File: src/rtl/apb_pkg.sv
// Shared definitions for the two-requester APB arbitrating master:
// FSM state encoding, bus widths, requester count and a one-hot helper.
package apb_pkg;

  localparam int APB_AW  = 32;
  localparam int APB_DW  = 32;
  localparam int NUM_REQ = 2;
  localparam int REQ_IW  = (NUM_REQ > 1) ? $clog2(NUM_REQ) : 1;

  typedef enum logic [1:0] {
    IDLE   = 2'd0,
    SETUP  = 2'd1,
    ACCESS = 2'd2
  } apb_state_e;

  // Index of the set bit of a one-hot requester vector (0 when empty).
  function automatic logic [REQ_IW-1:0] onehot_to_idx(input logic [NUM_REQ-1:0] oh);
    logic [REQ_IW-1:0] idx;
    idx = '0;
    for (int i = 0; i < NUM_REQ; i++) begin
      if (oh[i]) idx = REQ_IW'(i);
    end
    return idx;
  endfunction

endpackage

File: src/rtl/apb_arb_master_if.sv
// APB bus between the arbitrating master and a single slave.
//
// Handshake: the master raises psel with penable low for exactly one SETUP
// cycle, then raises penable; paddr/pwrite/pwdata are stable for the whole
// transfer. The transfer completes on the first rising edge where psel,
// penable and pready are all high; prdata is only meaningful at that edge
// for reads. psel drops for at least one cycle between transfers.
interface apb_arb_master_if;
  import apb_pkg::*;

  logic              psel;
  logic              penable;
  logic              pwrite;
  logic [APB_AW-1:0] paddr;
  logic [APB_DW-1:0] pwdata;
  logic [APB_DW-1:0] prdata;
  logic              pready;

  modport master (
    output psel, penable, pwrite, paddr, pwdata,
    input  prdata, pready
  );

  modport slave (
    input  psel, penable, pwrite, paddr, pwdata,
    output prdata, pready
  );

endinterface

File: src/rtl/apb_rr_arbiter.sv
// Round-robin arbiter: combinational one-hot grant from the request vector,
// rotating priority starting just after the last requester served. The
// pointer only moves when the caller strobes update (i.e. a grant is taken).
module apb_rr_arbiter
  import apb_pkg::*;
(
  input  logic               clk,
  input  logic               rst,
  input  logic [NUM_REQ-1:0] req,
  input  logic               update,
  output logic [NUM_REQ-1:0] grant
);

  logic [REQ_IW-1:0] last_idx;
  logic [REQ_IW-1:0] idx;
  logic              found;

  // Pick the first requester after last_idx, wrapping around.
  always_comb begin
    grant = '0;
    found = 1'b0;
    idx   = '0;
    for (int off = 1; off <= NUM_REQ; off++) begin
      idx = REQ_IW'((int'(last_idx) + off) % NUM_REQ);
      if (!found && req[idx]) begin
        grant[idx] = 1'b1;
        found      = 1'b1;
      end
    end
  end

  // Remember the last winner; reset points at the highest index so that
  // requester 0 is favoured first.
  always_ff @(posedge clk) begin
    if (rst) begin
      last_idx <= REQ_IW'(NUM_REQ - 1);
    end else if (update && (|grant)) begin
      last_idx <= onehot_to_idx(grant);
    end
  end

endmodule

File: src/rtl/apb_arb_master.sv
// Two-requester APB master: round-robin arbitration in IDLE, one APB
// transfer at a time (IDLE -> SETUP -> ACCESS -> IDLE), one-cycle grant and
// response pulses back to the owning requester.
// Optional ACCESS-phase timeout: define APB_ARB_TIMEOUT_EN.
module apb_arb_master
  import apb_pkg::*;
#(
  parameter int TIMEOUT_CYC = 16
) (
  input  logic                      clk,
  input  logic                      rst,
  input  logic [NUM_REQ-1:0]        req_valid,
  input  logic [NUM_REQ-1:0]        req_write,
  input  logic [NUM_REQ*APB_AW-1:0] req_addr,
  input  logic [NUM_REQ*APB_DW-1:0] req_wdata,
  output logic [NUM_REQ-1:0]        req_grant,
  output logic [NUM_REQ-1:0]        rsp_valid,
  output logic [APB_DW-1:0]         rsp_rdata,
  output logic                      rsp_err,
  output apb_state_e                state_dbg,
  apb_arb_master_if.master          apb
);

  apb_state_e         state, state_n;
  logic               arb_update;
  logic [NUM_REQ-1:0] arb_grant;
  logic [NUM_REQ-1:0] owner;
  logic [APB_AW-1:0]  sel_addr, paddr_q;
  logic [APB_DW-1:0]  sel_wdata, pwdata_q;
  logic               sel_write, pwrite_q;
  logic               start;
  logic               done_ok;

  apb_rr_arbiter u_arb (
    .clk    (clk),
    .rst    (rst),
    .req    (req_valid),
    .update (arb_update),
    .grant  (arb_grant)
  );

  assign start   = (state == IDLE) && (|req_valid);
  assign done_ok = (state == ACCESS) && apb.pready;

`ifdef APB_ARB_TIMEOUT_EN
  localparam int TMO_W = $clog2(TIMEOUT_CYC + 1);

  logic [TMO_W-1:0] tmo_cnt;
  logic             tmo_hit;

  // Abort on the last allowed ACCESS cycle only if pready is still low,
  // so a late pready always wins over the timeout.
  assign tmo_hit = (state == ACCESS) && !apb.pready &&
                   (tmo_cnt == TMO_W'(TIMEOUT_CYC - 1));

  // Count cycles spent in ACCESS; cleared everywhere else.
  always_ff @(posedge clk) begin
    if (rst || (state != ACCESS)) begin
      tmo_cnt <= '0;
    end else begin
      tmo_cnt <= tmo_cnt + TMO_W'(1);
    end
  end

  // Error flag travels with the response pulse.
  always_ff @(posedge clk) begin
    if (rst) begin
      rsp_err <= 1'b0;
    end else begin
      rsp_err <= tmo_hit;
    end
  end
`else
  assign rsp_err = 1'b0;
`endif

  // Mux the winning requester's fields out of the packed request buses.
  always_comb begin
    sel_addr  = '0;
    sel_wdata = '0;
    sel_write = 1'b0;
    for (int i = 0; i < NUM_REQ; i++) begin
      if (arb_grant[i]) begin
        sel_addr  = req_addr[i*APB_AW +: APB_AW];
        sel_wdata = req_wdata[i*APB_DW +: APB_DW];
        sel_write = req_write[i];
      end
    end
  end

  // State register.
  always_ff @(posedge clk) begin
    if (rst) begin
      state <= IDLE;
    end else begin
      state <= state_n;
    end
  end

  // Next-state logic; request inputs are only looked at in IDLE.
  always_comb begin
    state_n    = state;
    arb_update = 1'b0;
    case (state)
      IDLE: begin
        if (start) begin
          state_n    = SETUP;
          arb_update = 1'b1;
        end
      end
      SETUP: state_n = ACCESS;
      ACCESS: begin
        if (done_ok) begin
          state_n = IDLE;
        end
`ifdef APB_ARB_TIMEOUT_EN
        else if (tmo_hit) begin
          state_n = IDLE;
        end
`endif
      end
      default: state_n = IDLE;
    endcase
  end

  // Latch the granted request, pulse grant/response and capture read data.
  always_ff @(posedge clk) begin
    if (rst) begin
      paddr_q   <= '0;
      pwdata_q  <= '0;
      pwrite_q  <= 1'b0;
      owner     <= '0;
      req_grant <= '0;
      rsp_valid <= '0;
      rsp_rdata <= '0;
    end else begin
      req_grant <= '0;
      rsp_valid <= '0;
      if (start) begin
        paddr_q   <= sel_addr;
        pwdata_q  <= sel_wdata;
        pwrite_q  <= sel_write;
        owner     <= arb_grant;
        req_grant <= arb_grant;
      end
      if (done_ok) begin
        rsp_valid <= owner;
        rsp_rdata <= pwrite_q ? '0 : apb.prdata;
      end
`ifdef APB_ARB_TIMEOUT_EN
      else if (tmo_hit) begin
        rsp_valid <= owner;
        rsp_rdata <= '0;
      end
`endif
    end
  end

  assign apb.psel    = (state != IDLE);
  assign apb.penable = (state == ACCESS);
  assign apb.pwrite  = pwrite_q;
  assign apb.paddr   = paddr_q;
  assign apb.pwdata  = pwdata_q;
  assign state_dbg   = state;

endmodule

File: src/flat_wrapper.sv
// flat-port wrapper written by rule: the top's interface ports become plain ports
module apb_arb_master_flat import apb_pkg::*;
#(
  parameter int TIMEOUT_CYC = 16
)
  (clk, rst, req_valid, req_write, req_addr, req_wdata, req_grant, rsp_valid, rsp_rdata, rsp_err, state_dbg, apb_psel, apb_penable, apb_pwrite, apb_paddr, apb_pwdata, apb_prdata, apb_pready);
  apb_arb_master_if apb_i ();
  input  logic clk;
  input  logic rst;
  input  logic [NUM_REQ-1:0] req_valid;
  input  logic [NUM_REQ-1:0] req_write;
  input  logic [NUM_REQ*APB_AW-1:0] req_addr;
  input  logic [NUM_REQ*APB_DW-1:0] req_wdata;
  output logic [NUM_REQ-1:0] req_grant;
  output logic [NUM_REQ-1:0] rsp_valid;
  output logic [APB_DW-1:0] rsp_rdata;
  output logic rsp_err;
  output apb_state_e state_dbg;
  output wire logic [$bits(apb_i.psel)-1:0] apb_psel;
  output wire logic [$bits(apb_i.penable)-1:0] apb_penable;
  output wire logic [$bits(apb_i.pwrite)-1:0] apb_pwrite;
  output wire logic [$bits(apb_i.paddr)-1:0] apb_paddr;
  output wire logic [$bits(apb_i.pwdata)-1:0] apb_pwdata;
  input wire logic [$bits(apb_i.prdata)-1:0] apb_prdata;
  input wire logic [$bits(apb_i.pready)-1:0] apb_pready;
  assign apb_psel = apb_i.psel;
  assign apb_penable = apb_i.penable;
  assign apb_pwrite = apb_i.pwrite;
  assign apb_paddr = apb_i.paddr;
  assign apb_pwdata = apb_i.pwdata;
  assign apb_i.prdata = apb_prdata;
  assign apb_i.pready = apb_pready;
  apb_arb_master #(.TIMEOUT_CYC(TIMEOUT_CYC)) u_core (.clk(clk), .rst(rst), .req_valid(req_valid), .req_write(req_write), .req_addr(req_addr), .req_wdata(req_wdata), .req_grant(req_grant), .rsp_valid(rsp_valid), .rsp_rdata(rsp_rdata), .rsp_err(rsp_err), .state_dbg(state_dbg), .apb(apb_i));
endmodule
File: config.mk
export PLATFORM = sky130hd
export DESIGN_NAME = apb_arb_master_flat
export DESIGN_NICKNAME = d
export VERILOG_FILES = /design/src/rtl/apb_pkg.sv /design/src/rtl/apb_arb_master_if.sv /design/src/rtl/apb_rr_arbiter.sv /design/src/rtl/apb_arb_master.sv /design/src/flat_wrapper.sv
export SDC_FILE = /design/constraint.sdc
export NUM_CORES = 1
export LEC_CHECK = 0
export ABC_AREA = 1
export BUFFER_PORTS_ARGS = -buffer_cell sky130_fd_sc_hd__buf_2
export CAP_MARGIN = 20
export CORE_MARGIN = 2
export CORE_UTILIZATION = 48
export CTS_CLUSTER_DIAMETER = 100
export DETAILED_ROUTE_END_ITERATION = 10
export GPL_ROUTABILITY_DRIVEN = 0
export PLACE_DENSITY = 0.85
export SYNTH_ARGS = -nofsm -noshare
export SYNTH_HDL_FRONTEND = slang
export SYNTH_SLANG_ARGS = --single-unit
File: constraint.sdc
create_clock -name clk -period 2.97 [get_ports clk]
set_clock_uncertainty 0.2 [all_clocks]
set_input_delay 0.4455 -clock clk [delete_from_list [all_inputs] [get_ports clk]]
set_output_delay 0.4455 -clock clk [all_outputs]
set_load 0.01 [all_outputs]
==> results.yml <==
status:
  status: "completed"
setup_path:
  critPathMaxStageDelay_ps: 450
  cp-start-kind: "primary input"
  crit_type: "primary input to flip-flop"
  cp_num_buf_inv: 3
  crit_required_ps: 3040
  r2r_end: "u_core.apb.paddr[0]"
  cp_max_fo: 32
  reg2reg_from: "u_core.state_dbg[1]"
  cp_slowest_cell: "buf_2"
  r2r_slack_ps: 1300
  cp-end-kind: "flip-flop"
  arrival_ps: 1910
  crit_start: "req_valid[1]"
  path_cells: "buf_2 -> nor2_1 -> nor2_4 -> buf_4 -> nand3_1 -> nand2_1 -> inv_1"
  cp_top_family: "buffers and inverters"
  reg2regPathDepth: 7
timing:
  slew_headroom_pct: 36.1
  finalHoldViolations: 0
  period_needed_ps: 1840
  tns_ps: 0
  setup_violations: 0
  max_freq_mhz: 544
  rsz0062_at_grt: "no"
  drv_slew: 0
  fin_crit_sh_pct: 61.9
  worstMarginPinSlew_ps: 958
  holdWs_ps: 112
  finalWorstSetupSlack_ps: 1130
global_routing:
  grt_usage_pct: 24.6
  antenna_found_initial: 0
  overflow: 0
  grt_pass1_vias: 5047
  grt_max_degree: 67
  grt_pass1_wl_um: 22700
die:
  chipWidth_um: 106
  start_util_pct: 48.9
  coreArea_um2: 10200
  fp-row-count: 37
  die_area_um2: 11300
  num_io_pins: 273
  dieHeight_um: 106
yosys:
  synthCells: 750
  yosysSeqAreaShare_pct: 42.4
  synth_area_leaders: "dfxtp_1, nand3_1, nand2_1, inv_1, a21oi_1"
  synth_top_family_by_area: "simple AND/OR/NAND/NOR gates"
  yosys_register_bits: 106
  synth_fa_ha_area_share_pct: 0
  syn_area_um2: 5000
  synth_top_area_cell: "dfxtp_1"
  yosysUniqueCellTypes: 19
  synth_compound_area_share_pct: 10.0
  yosys_warnings: 0
  synth-simple-area-share_pct: 30.7
  syn_avg_cell_area_um2: 6.67
  synth_top_area_share_pct: 42.4
  synthMuxAreaShare_pct: 0
  syn-num-nets: 917
  synth-xor-area-share_pct: 0
drt:
  first_iter_violations: 297
  postRouteAntennaNets: 0
  wl_um: 14300
  drt-wirelength-per-cell_um: 12.6
  drc: 0
  drt_pass1_iterations: 6
  via_count: 5529
  avgViaCountPerCell: 4.90
place:
  dp_slack_ps: 763
  io_buffers: 271
  dpl.hpwl_um: 10000
final_layout:
  drive_above_1_share_pct: 30.9
  syn_to_final_growth_pct: 30.7
  num_antenna_cells: 0
  final_util_pct: 63.9
  fillers: 984
  layout.nets: 1155
clock_network:
  cts_setup_buffers: 0
  cts_root_buf: "clkbuf_8"
  cts_resized: 0
  holdBufCountCts: 0
  htreeDepth: 3
  ctsLongestPathBuffers: 2
  path_clk_slew_ps: 120
  cts_tree: "done"
  cts_made_buffers: 9
  clk_latency_ps: 360
  cts.sinks: 106
pwr:
  ir_drop_uv: 351
  power.total_uw: 3550
  power.density_nw_per_um2: 543
  p_leak_uw: 0.00380
worst_hold_path:
  worst_hold_path.num_cells: 3
  hold_path.class: "primary input to flip-flop"
  min_to: "u_core.rsp_rdata[16]"
  hold_start: "apb_prdata[16]"
flow_run:
  cap_violations: 0
==> cell usage in the layout, fill, tap and decap left out, drive strengths merged <==
cell type and count:
inv 142, clkinv 2, conb 1, nand2 173, nor2 9, dfxtp 106, nand3 166, a21oi 66
bufinv 1, buf 283, clkbuf 9, nor3 1, o21ai 34
==> how the worst max path moves through the flow <==
stage                                      end  depth (start not counted)
after floorplan           u_core.apb.paddr[12]                          8
after global placement    u_core.apb.paddr[24]                          7
after detailed placement   u_core.apb.paddr[0]                          7
after CTS                             apb_psel                          3
after global routing       u_core.apb.paddr[0]                          7
final                      u_core.apb.paddr[0]                          7
==> area by class of cell <==
cell class | instances | area (um^2) | area share (%)
Multi-Input combinational cell | 450 | 2050 | 31.4
Tap cell | 136 | 170 | 2.60
Inverter | 138 | 518 | 7.92
Sequential cell | 106 | 2120 | 32.5
Clock buffer | 9 | 124 | 1.89
Clock inverter | 7 | 95.1 | 1.45
Timing Repair Buffer | 283 | 1460 | 22.3
==> per-layer routing <==
metal / wire length (um) / GRT usage [%]
met3: 1300 / 6.38
met4: 465 / 9.87
met5: 0 / 0
met1: 5690 / 28.5
met2: 6800 / 43.2
==> logic make-up (layout without fill, tap and decap cells) <==
logic type / Yosys count / after routing
buffers and inverters: 194 / 437
AND/OR/NAND/NOR: 349 / 349
AO/OA/AOI/OAI: 100 / 100
other: 1 / 1
flip-flops: 106 / 106
==> where the power goes <==
group / internal, uW / total (uW) / leakage, uW / switching [uW]
Sequential: 1570 / 1630 / 0.000872 / 67.6
Clock: 417 / 966 / 0.000111 / 549
Combinational: 376 / 950 / 0.00281 / 574
Total: 2360 / 3550 / 0.00380 / 1190
==> flip-flops by register name (all words and copies together), names as in the netlist <==
register               cells
u_core.apb.paddr          32
u_core.apb.pwdata         32
u_core.rsp_rdata          32
u_core.owner               2
u_core.req_grant           2
u_core.rsp_valid           2
u_core.state_dbg           2
u_core.apb.pwrite          1
u_core.u_arb.last_idx      1
==> synth_stat cells (all sizes together) <==
cell / n
nand2: 173
nand3: 166
inv: 138
dfxtp: 106
a21oi: 66
buf: 41
o21ai: 34
clkbuf: 15
nor2: 9
conb: 1
nor3: 1
==> worst min-delay path, delay by kind of cell <==
kind | cells | cell delay, ps
AND/OR/NAND/NOR | 1 | 50
buffers and inverters | 1 | 90
AO/OA/AOI/OAI | 1 | 60
==> stage by stage <==
| stage | std cells | instance area (um^2) |
|---|---|---|
| after global routing | 1129 | 6540 |
| after CTS | 1129 | 6540 |
| final | 1129 | 6540 |
| after detailed placement | 1113 | 6320 |
| after floorplan | 750 | 5000 |
| after global placement | 1113 | 6320 |
No activity file was read; power rests on OpenSTA's default activity.
